==> src/rtl/sipo_deser_pkg.sv <==
`default_nettype none
// ============================================================================
// Module  : sipo_deser_pkg
// Purpose : Shared definitions for the sipo_deser deserializer: default word
//           width and FSM state encodings.
// Ports   : none (package)
// Revision: 1.0 - initial release
// ============================================================================
package sipo_deser_pkg;

  // Default data word width
  localparam int DW_DEFAULT = 8;

  // FSM state encodings
  localparam logic [1:0] S_IDLE  = 2'd0;
  localparam logic [1:0] S_SHIFT = 2'd1;
  localparam logic [1:0] S_PAR   = 2'd2;

endpackage
`default_nettype wire

==> src/rtl/sipo_deser.sv <==
`default_nettype none
// ============================================================================
// Module  : sipo_deser
// Purpose : Serial-in/parallel-out deserializer. Packs DW serial bits, LSB
//           first, into a word presented on a valid/ready output with a
//           single output register and a sticky overflow flag.
// Config  : define SIPO_DESER_PARITY_EN to expect one even-parity bit after
//           each word (adds S_PAR state and drives o_perr).
// Ports   : i_clk      - clock, rising edge
//           i_rst      - asynchronous active-high reset
//           i_bit      - serial data bit
//           i_bit_vld  - i_bit is sampled when high
//           i_clr      - synchronous flush of all state
//           i_rdy      - downstream ready
//           o_data     - assembled word
//           o_vld      - o_data holds an unconsumed word
//           o_perr     - parity error of o_data word (0 without parity)
//           o_ovf      - sticky: a completed word was dropped
//           o_cnt      - bits collected in the current word
// Revision: 1.0 - initial release
// ============================================================================
module sipo_deser
  import sipo_deser_pkg::*;
#(
  parameter int DW = DW_DEFAULT,
  localparam int CW = $clog2(DW + 1)
) (
  input  logic          i_clk,
  input  logic          i_rst,
  input  logic          i_bit,
  input  logic          i_bit_vld,
  input  logic          i_clr,
  input  logic          i_rdy,
  output logic [DW-1:0] o_data,
  output logic          o_vld,
  output logic          o_perr,
  output logic          o_ovf,
  output logic [CW-1:0] o_cnt
);

  localparam logic [CW-1:0] LAST_BIT = CW'(DW - 1);

  // Without parity the final data bit goes straight into the output
  // register, so the shift register only has to hold the first DW-1 bits.
`ifdef SIPO_DESER_PARITY_EN
  localparam int SRW = DW;
`else
  localparam int SRW = DW - 1;
`endif

  logic [1:0]     state;
  logic [CW-1:0]  cnt;
  logic [SRW-1:0] shreg;
  logic [SRW-1:0] shreg_nxt;
  logic           done;
  logic [DW-1:0]  word;
`ifdef SIPO_DESER_PARITY_EN
  logic           perr_new;
`endif

  // Right shift so that, once full, the first accepted bit sits at bit 0.
  assign shreg_nxt = SRW'({i_bit, shreg} >> 1);

  // --------------------------------------------------------------------------
  // Word completion detect
  // --------------------------------------------------------------------------
  always_comb begin
    done = 1'b0;
`ifdef SIPO_DESER_PARITY_EN
    word     = shreg;
    perr_new = ^{shreg, i_bit};
    if (i_bit_vld && (state == S_PAR)) begin
      done = 1'b1;
    end
`else
    word = {i_bit, shreg};
    if (i_bit_vld && (state == S_SHIFT) && (cnt == LAST_BIT)) begin
      done = 1'b1;
    end
`endif
  end

  // --------------------------------------------------------------------------
  // FSM, bit counter and shift register
  // --------------------------------------------------------------------------
  always_ff @(posedge i_clk or posedge i_rst) begin
    if (i_rst) begin
      state <= S_IDLE;
      cnt   <= '0;
      shreg <= '0;
    end else if (i_clr) begin
      state <= S_IDLE;
      cnt   <= '0;
      shreg <= '0;
    end else if (i_bit_vld) begin
      case (state)
        S_IDLE: begin
          shreg <= shreg_nxt;
          cnt   <= CW'(1);
          state <= S_SHIFT;
        end
        S_SHIFT: begin
          shreg <= shreg_nxt;
          if (cnt == LAST_BIT) begin
`ifdef SIPO_DESER_PARITY_EN
            cnt   <= CW'(DW);
            state <= S_PAR;
`else
            cnt   <= '0;
            state <= S_IDLE;
`endif
          end else begin
            cnt <= cnt + CW'(1);
          end
        end
`ifdef SIPO_DESER_PARITY_EN
        S_PAR: begin
          cnt   <= '0;
          state <= S_IDLE;
        end
`endif
        default: begin
          cnt   <= '0;
          state <= S_IDLE;
        end
      endcase
    end
  end

  // --------------------------------------------------------------------------
  // Output register and overflow
  // A completing word is taken if the register is empty or being drained on
  // this same edge; otherwise it is dropped and the overflow flag latches.
  // --------------------------------------------------------------------------
  always_ff @(posedge i_clk or posedge i_rst) begin
    if (i_rst) begin
      o_data <= '0;
      o_vld  <= 1'b0;
      o_ovf  <= 1'b0;
    end else if (i_clr) begin
      o_data <= '0;
      o_vld  <= 1'b0;
      o_ovf  <= 1'b0;
    end else if (done) begin
      if (!o_vld || i_rdy) begin
        o_data <= word;
        o_vld  <= 1'b1;
      end else begin
        o_ovf  <= 1'b1;
      end
    end else if (o_vld && i_rdy) begin
      o_vld <= 1'b0;
    end
  end

`ifdef SIPO_DESER_PARITY_EN
  // Parity flag follows the word it belongs to.
  always_ff @(posedge i_clk or posedge i_rst) begin
    if (i_rst) begin
      o_perr <= 1'b0;
    end else if (i_clr) begin
      o_perr <= 1'b0;
    end else if (done && (!o_vld || i_rdy)) begin
      o_perr <= perr_new;
    end
  end
`else
  assign o_perr = 1'b0;
`endif

  assign o_cnt = cnt;

endmodule
`default_nettype wire

==> config.mk <==
export PLATFORM = sky130hd
export DESIGN_NAME = sipo_deser
export DESIGN_NICKNAME = d
export VERILOG_FILES = /design/src/rtl/sipo_deser_pkg.sv /design/src/rtl/sipo_deser.sv
export SDC_FILE = /design/constraint.sdc
export NUM_CORES = 1
export LEC_CHECK = 0
export BUFFER_PORTS_ARGS = -buffer_cell sky130_fd_sc_hd__buf_2
export CORE_UTILIZATION = 47
export CTS_CLUSTER_DIAMETER = 30
export DETAILED_ROUTE_END_ITERATION = 10
export HOLD_SLACK_MARGIN = 0.06
export PLACE_DENSITY_LB_ADDON = 0.12
export SLEW_MARGIN = 20
export SYNTH_ARGS = -nofsm -noshare
export SYNTH_HDL_FRONTEND = slang
export SYNTH_SLANG_ARGS = --single-unit
==> constraint.sdc <==
create_clock -name i_clk -period 1.53 [get_ports i_clk]
set_input_delay 0.0765 -clock i_clk [delete_from_list [all_inputs] [get_ports i_clk]]
set_output_delay 0.0765 -clock i_clk [all_outputs]
set_load 0.05 [all_outputs]
; Yosys cells after proc, flatten, opt, wreduce, memory -nomap -nowiden
; Cells that the tools add are included.
[op_classes]
n_addsub = 1
eq_ne = 5
muxes = 22
n_reduce_logical = 17
[op_table]
columns = cell, count
row1 = $mux 8, 3
row2 = $mux 7, 3
row3 = $mux 4, 3
row4 = $reduce_and 2->1, 5
row5 = $mux 1, 8
row6 = $pmux 4 s2, 1
row7 = $reduce_bool 2->1, 4
row8 = $mux 2, 3
row9 = $ne 3x2->1 const B, 2
row10 = $add 4x1->4 const B, 1
row11 = $eq 4x3->1 const B, 1
row12 = $pmux 2 s2, 1
row13 = $logic_and 1x1->1, 3
row14 = $reduce_bool 3->1, 1
row15 = $eq 2x1->1 const B, 1
row16 = $logic_not 2->1, 1
row17 = $ne 2x2->1 const B, 1
row18 = $reduce_or 2->1, 1
row19 = $logic_not 1->1, 1
row20 = $logic_or 1x1->1, 1
[word_totals]
reg_bits = 23
inputBits = 6
output_inout_bits = 15
word_cells = 51

; Logic depth before layout (Yosys ltp)
; Gate-level depths: netlist of the first run.
[logic_depth]
depth_word = 6
mapped_depth = 4
mapped_depth_nobuf = 4

; Worst setup path before layout of the first run
; No wires, ideal clock.
[synth_path]
path_type = flip-flop to flip-flop
start = reg cnt[0], in the netlist o_cnt[0]
end = reg o_data[0]
setup_ns = 0.079
t_arrival_ns = 1.808
required_ns = 1.451
slack_ns = -0.358
stages_incl_launch_ff = 5
path_buffers = 0
synth_period_minus_slack_ns = 1.888
path_cell_list = dfrtp_1 -> ha_1 -> inv_1 -> nor4_4 -> mux2i_1
[synth_via]
elab_chain_cells = 5
[synth_lines]
columns = element, line_no
row1 = start: declaration, sipo_deser.sv:52  ; logic [CW-1:0] cnt;
row2 = start signal: assignment, sipo_deser.sv:113  ; cnt <= cnt + CW'(1);
row3 = $eq 4x3->1, sipo_deser.sv:77  ; if (i_bit_vld && (state == S_SHIFT) && (cnt == LAST_BIT)) begin
row4 = $logic_and 1x1->1, sipo_deser.sv:77
row5 = $mux 1, sipo_deser.sv:77
row6 = $reduce_bool 2->1 (no line), n/a
row7 = $reduce_and 2->1 (no line), n/a
row8 = end signal: assignment, sipo_deser.sv:146  ; o_data <= word;
row9 = end: declaration, sipo_deser.sv:34  ; output logic [DW-1:0] o_data,
; No other way between the ends.
; A chain may end at the register's enable or synchronous reset.

; Worst setup path after layout of the first run
[layout_path]
start = reg cnt[1], in the netlist o_cnt[1]
end = reg o_data[2]
; Same word-level chain as after synthesis.

==> reports/results.txt, run 1 <==
run status: finished clean
simple logic cell fraction of the synthesized area: 0.222
clock latency of the later-clocked register in the worst-skew pair: 0.30 ns
number of DRC violations after detailed-routing iteration 0: 9
series of cell instances along the critical path: ha_4 -> inv_2 -> nor4_4 -> buf_4 -> mux2i_1
first-pass GRT wire length: 3350 um
I/O Pins: 21
via count of the first global-routing pass: 735
Starting Density: 0.513
Commonest cells post-synth: dfrtp_1, nand2b_1, mux2i_1, nor2_1, a21oi_1
library cell with the largest summed area after synthesis: dfrtp_1
sum of routed wire length over all layers: 1890 um
critical path type: reg2reg
syn nets: 104
Die Footprint: 2400 sq um
Least-Margin Pin Slew: 0.532 ns
compound-cell area share of the yosys netlist: 0.0531
post-synthesis mux area share: 0.145
Die Span X: 49.0 um
RePlAce Congestion: 0.769
dominant register cell in the synthesized netlist: dfrtp_1
number of enable flip-flop cells after synthesis: 0
post-synth design cell area: 1040 sq um
sequential-to-total area share from yosys stat: 0.531
drt drc: 0
Yosys reg bits: 22
number of gates given a new drive strength after cts: 0
global-route usage over all layers: 0.184
min cycle time layout: 1.41 ns
clock transition at the registers of the reported paths: 0.12 ns
CTS tree: yes
Max Fanout on Critical Path: 8
fraction of layout instances using a drive strength above 1: 0.273
final number of max-transition violations: 0
antenna fix cells: 0
peak per-stage delay on the critical path: 0.43 ns
net total in the final layout: 129
PD cells: 811 nW/um^2
vias per cell: 5.12
CP Launch Type: register
worst voltage drop across the vdd grid: 489 uV
Synth cell types: 23
slowest library cell on the worst path: dfrtp_2
initial antenna violation count: 0
overall power: 0.00101 W
floorplan die height: 49.0 um
Mapped Avg Cell Area: 10.7 sq um
timing-limited maximum frequency: 0.708 GHz
cell with the most instances after synthesis: dfrtp_1
final count of hold timing violations: 0
proportion of synthesized flip-flops having asynchronous set or reset: 1.00
CTS buffer count: 3
final critical-path share of the clock period: 0.923
drt pass-1 iters: 4
setup_tns: 0 ns
RSZ-0062 raised after global routing: false
combined buffer and inverter count along the critical path: 2
wire length per cell after detailed routing: 12.8 um
Final HPWL DP: 1310 um
master cell of the clock root buffer: clkbuf_4
routed vias: 758
number of cells produced by synthesis: 97
Sink Count: 22
Adder-Cell Fraction of Synth Area: 0.0121
Top Family by Delay on Critical Path: flip-flops
CTS max path bufs: 2
element type at the critical path end: register
Worst EP arrival: 1.64 ns
Routed Antenna Nets: 0
leakage power total: 0.594 nW
number of rows created at floorplan: 16
worst relative slew slack: 0.645
Maximum Capacitance Violations: 0
H-tree levels: 1
Hold Path Class: in2reg
top-area cell type share of the netlist area: 0.531
yosys synthesis warning count: 0
core footprint: 2020 sq um
global route total overflow: 0
maximum number of pins on one net before global-route repair: 31
data required time at the worst endpoint: 1.76 ns
number of buffer cells added on primary ports: 19
setup skew after layout: 0.00406 ns
xor/xnor share of the synthesized area: 0
Syn-to-layout area delta: 19.9%
setup violation total in the final timing report: 0
combinational family with the most area after synthesis: simple AND/OR/NAND/NOR gates
most area-consuming cells after synthesis: dfrtp_1, mux2i_1, nand2b_1, nor2_1, a21oi_1
[cells in the final DEF, fill, tap and decap left out, drive strengths merged, types with 2 or more instances in the layout]
master | synthesis | layout
nor2b | 2 | 2
nand2 | 4 | 4
inv | 3 | 3
mux2i | 15 | 15
buf | 2 | 23
clkbuf | 3 | 4
dlygate4sd3 | 0 | 2
a21oi | 5 | 5
nor2 | 13 | 13
nand2b | 17 | 17
dfrtp | 22 | 22
[power by group]
| part | internal, W | switching (W) |
|---|---|---|
| Sequential | 0.000589 | 0.00000832 |
| Clock | 0.000145 | 0.000172 |
| Combinational | 0.0000346 | 0.0000596 |
[state kept, by name (all words and copies together), names as in the netlist]
register	cells
o_cnt	4
o_data	8
o_ovf	1
o_vld	1
shreg	7
state	1
[stage by stage]
stage	cell area (sq um)	std cells	hold slack, ns	setup slack (ns)	util
finish	1240	148	0.140	0.117	0.615
global route	1240	148	0.136	0.0371	0.615
CTS	1240	148	0.126	0.0986	0.615
global placement	1190	142	0.129	0.200	0.587
floorplan	1050	97	0.0656	-0.101	-
detailed placement	1190	142	0.149	0.183	0.587
[worst min-delay path: stages]
cell and delay [ns]:
buf_2 0.11, nand2_2 0.10, o21a_1 0.13
[kinds of logic (layout without fill, tap and decap cells)]
kind of cell	Yosys count	count (layout)
adders and majority gates	1	1
muxes	15	15
buffers and inverters	8	32
and+or+nand+nor	41	41
other	1	1
DFF	22	22
AOI/OAI and AO/OA	9	9
[layout make-up]
type	count	area, sq um
clock buffers	4	36.3
well taps	27	33.8
repair buffers	25	145
inverters	3	11.3
fillers	187	778
multi-input cells	67	464
flip-flops and latches	22	553
[path summary, 6_finish.rpt]
| check | from | endpoint | slack, ns | cells past startpoint |
|---|---|---|---|---|
| worst max-delay path | o_cnt[1] | o_data[2] | 0.12 | 5 |
| worst min-delay path | i_bit_vld | o_cnt[0] | 0.14 | 3 |
| min in group asynchronous | i_rst | shreg[3] | 0.33 | 3 |
| worst max register to register | o_cnt[1] | o_data[2] | 0.12 | 5 |
| max in group asynchronous | i_rst | o_data[2] | 0.66 | 4 |
| worst min register to register | o_ovf | o_ovf | 0.52 | 2 |
[what timing repair did]
action	4_1_cts	5_1_grt
setup buffers	0	0
hold buffers	2	0
setup endpoints to repair	0	0
hold endpoints to repair	15	0
[per-layer routing]
layer / vias up / share of wire / GRT usage
li1: 376 / - / -
met1: 367 / 0.46 / 0.238
met2: 13 / 0.50 / 0.315
met3: 2 / 0.026 / 0.0187
met4: 0 / 0.013 / 0.0735
met5: - / 0 / 0
Power figures use the tool's default switching activity.
==> inputs of run 2 (changes only) <==
- CAP_MARGIN: default -> 40
- CORE_MARGIN: default -> 5
==> run 2 against run 1 <==
Compared with the run above: die area up 35%; clock skew hardly changed; critical path depth fell by 1; final cell count unchanged; highest routed layer unchanged.
==> reports/results.txt, run 2 (same netlist as run 1, synthesis figures left out) <==
run status: finished clean (unchanged)
number of flip-flops in the largest register: 8 (unchanged)
Sink Count: 22 (unchanged)
Maximum Capacitance Violations: 0 (unchanged)
most common cell after layout, fill and taps aside: dfrtp_1 (unchanged)
switching power of the nets: 0.000238 W (was 0.000240 W)
sum of routed wire length over all layers: 1860 um (was 1890 um)
element type at the critical path end: register (unchanged)
drt pass-1 iters: 4 (unchanged)
global route total overflow: 0 (unchanged)
Starting Density: 0.483 (was 0.513)
part of the total power dissipated in sequential elements: 0.596 (was 0.593)
floorplan die height: 57.0 um (was 49.0 um)
final critical-path share of the clock period: 0.899 (was 0.923)
Placed Area: 1180 sq um (was 1190 sq um)
worst voltage drop across the vdd grid: 601 uV (was 489 uV)
core footprint: 2150 sq um (was 2020 sq um)
Final HPWL DP: 1300 um (was 1310 um)
global-route usage over all layers: 0.129 (was 0.184)
I/O Pins: 21 (unchanged)
setup skew after layout: 0.00425 ns (was 0.00406 ns)
fraction of layout instances using a drive strength above 1: 0.267 (was 0.273)
Hold Path Cell Cnt: 4 (was 3)
reg2reg path depth: 4 (was 5)
clock transition at the registers of the reported paths: 0.12 ns (about the same)
antenna fix cells: 0 (unchanged)
wire length per cell after detailed routing: 12.6 um (was 12.8 um)
number of rows created at floorplan: 17 (was 16)
Hold Path Origin: i_rdy (was i_bit_vld)
min cycle time layout: 1.38 ns (was 1.41 ns)
setup violation total in the final timing report: 0 (unchanged)
H-tree levels: 1 (unchanged)
final count of hold timing violations: 0 (unchanged)
number of buffer cells added on primary ports: 19 (unchanged)
PD cells: 812 nW/um^2 (was 811 nW/um^2)
Reg2Reg Capture Point: o_data[4] (was o_data[2])
Hold Path Class: in2reg (unchanged)
share of total power consumed by net switching: 0.237 (about the same)
P_int: 0.000767 W (was 0.000769 W)
vias per cell: 4.88 (was 5.12)
share of total power in the clock network: 0.315 (was 0.314)
number of gates given a new drive strength after cts: 0 (unchanged)
Routed Antenna Nets: 0 (unchanged)
Final Cell Area: 1240 sq um (about the same)
utilization after layout: 0.576 (was 0.615)
setup_tns: 0 ns (unchanged)
leakage power total: 0.589 nW (was 0.594 nW)
clock latency of the later-clocked register in the worst-skew pair: 0.30 ns (about the same)
CP Launch Type: register (unchanged)
master cell of the clock root buffer: clkbuf_4 (unchanged)
drt drc: 0 (unchanged)
overall power: 0.00100 W (was 0.00101 W)
final number of max-transition violations: 0 (unchanged)
hold endpoint: o_vld (was o_cnt[0])
Worst EP arrival: 1.61 ns (was 1.64 ns)
combinational share of power: 0.089 (was 0.093)
Biggest register: o_data (unchanged)
R2R Setup Slk: 0.15 ns (was 0.12 ns)
RePlAce Congestion: 0.719 (was 0.769)
Die Span X: 57.0 um (was 49.0 um)
top library cells by usage in the layout, fill and taps aside: dfrtp_1, buf_2, nand2b_1, mux2i_1, nor2_1 (unchanged)
number of DRC violations after detailed-routing iteration 0: 16 (was 9)
data required time at the worst endpoint: 1.76 ns (about the same)
post-placement worst setup slack: 0.168 ns (was 0.183 ns)
Die Footprint: 3250 sq um (was 2400 sq um)
Max Fanout on Critical Path: 8 (unchanged)
timing-limited maximum frequency: 0.727 GHz (was 0.708 GHz)
first-pass GRT wire length: 3310 um (was 3350 um)
initial antenna violation count: 0 (unchanged)
launch instance of the worst register-to-register path: state[0] (was o_cnt[1])
via count of the first global-routing pass: 727 (was 735)
net total in the final layout: 128 (was 129)
maximum number of pins on one net before global-route repair: 31 (unchanged)
routed vias: 722 (was 758)
CTS tree: yes (unchanged)
Syn-to-layout area delta: 19.3% (was 19.9%)
RSZ-0062 raised after global routing: false (unchanged)
CTS buffer count: 3 (unchanged)
least setup slack across all paths after layout: 0.154 ns (was 0.117 ns)
CTS max path bufs: 2 (unchanged)
critical path type: reg2reg (unchanged)
-- run 2: changes by cell type in the layout (fill, tap and decap cells not counted), sizes merged --
cell,previous run,this run
buf,23,22
-- run 2: how the worst max path moves through the flow --
stage	start	end	cells after the start
after floorplan	o_cnt[0]	o_data[0]	4
after global placement	state[0]	o_data[0]	4
after detailed placement	o_cnt[1]	o_data[5]	5
after CTS	o_cnt[1]	o_data[4]	5
after global routing	state[0]	o_data[6]	4
final	state[0]	o_data[4]	4
-- run 2: timing repair --
action / CTS / global route
endpoints found under the hold margin: 24 / 0
hold buffers: 2 / 0
setup buffers: 0 / 0
-- run 2: through the flow --
step                      hold slack (ns)  cells
after global placement              0.123    142
after global routing                0.138    148
after floorplan                    0.0656     97
after CTS                           0.109    148
final                               0.120    148
after detailed placement            0.128    142
-- run 2: worst max-delay path, stage by stage (launching register included) --
cell and delay [ns]:
dfrtp_1 0.47, nand2_2 0.12, nor4_4 0.27, buf_4 0.23
mux2i_1 0.21
-- run 2: layer usage --
layer  vias up  routed length (um)  global-route usage
met5         -                   0                   0
met4         0                  28              0.0497
met3         4                  81              0.0385
met2        12                 928               0.206
met1       340                 822               0.165
li1        366                   -                   -
-- run 2: cell type report --
cell class                 instances  area [sq um]
fill                             190           911
inverter                           3          11.3
sequential                        22           553
timing repair buffer              24           138
clock buffer                       4          36.3
multi-input combinational         67           464
tap                               28          35.0
-- run 2: power groups by stage --
stage                logic, W  clock network (W)  registers [W]
global route         0.000100           0.000368       0.000601
global placement    0.0000862                  0       0.000610
floorplan           0.0000559                  0       0.000619
finish              0.0000892           0.000316       0.000599
detailed placement  0.0000870                  0       0.000610
CTS                 0.0000912           0.000335       0.000599
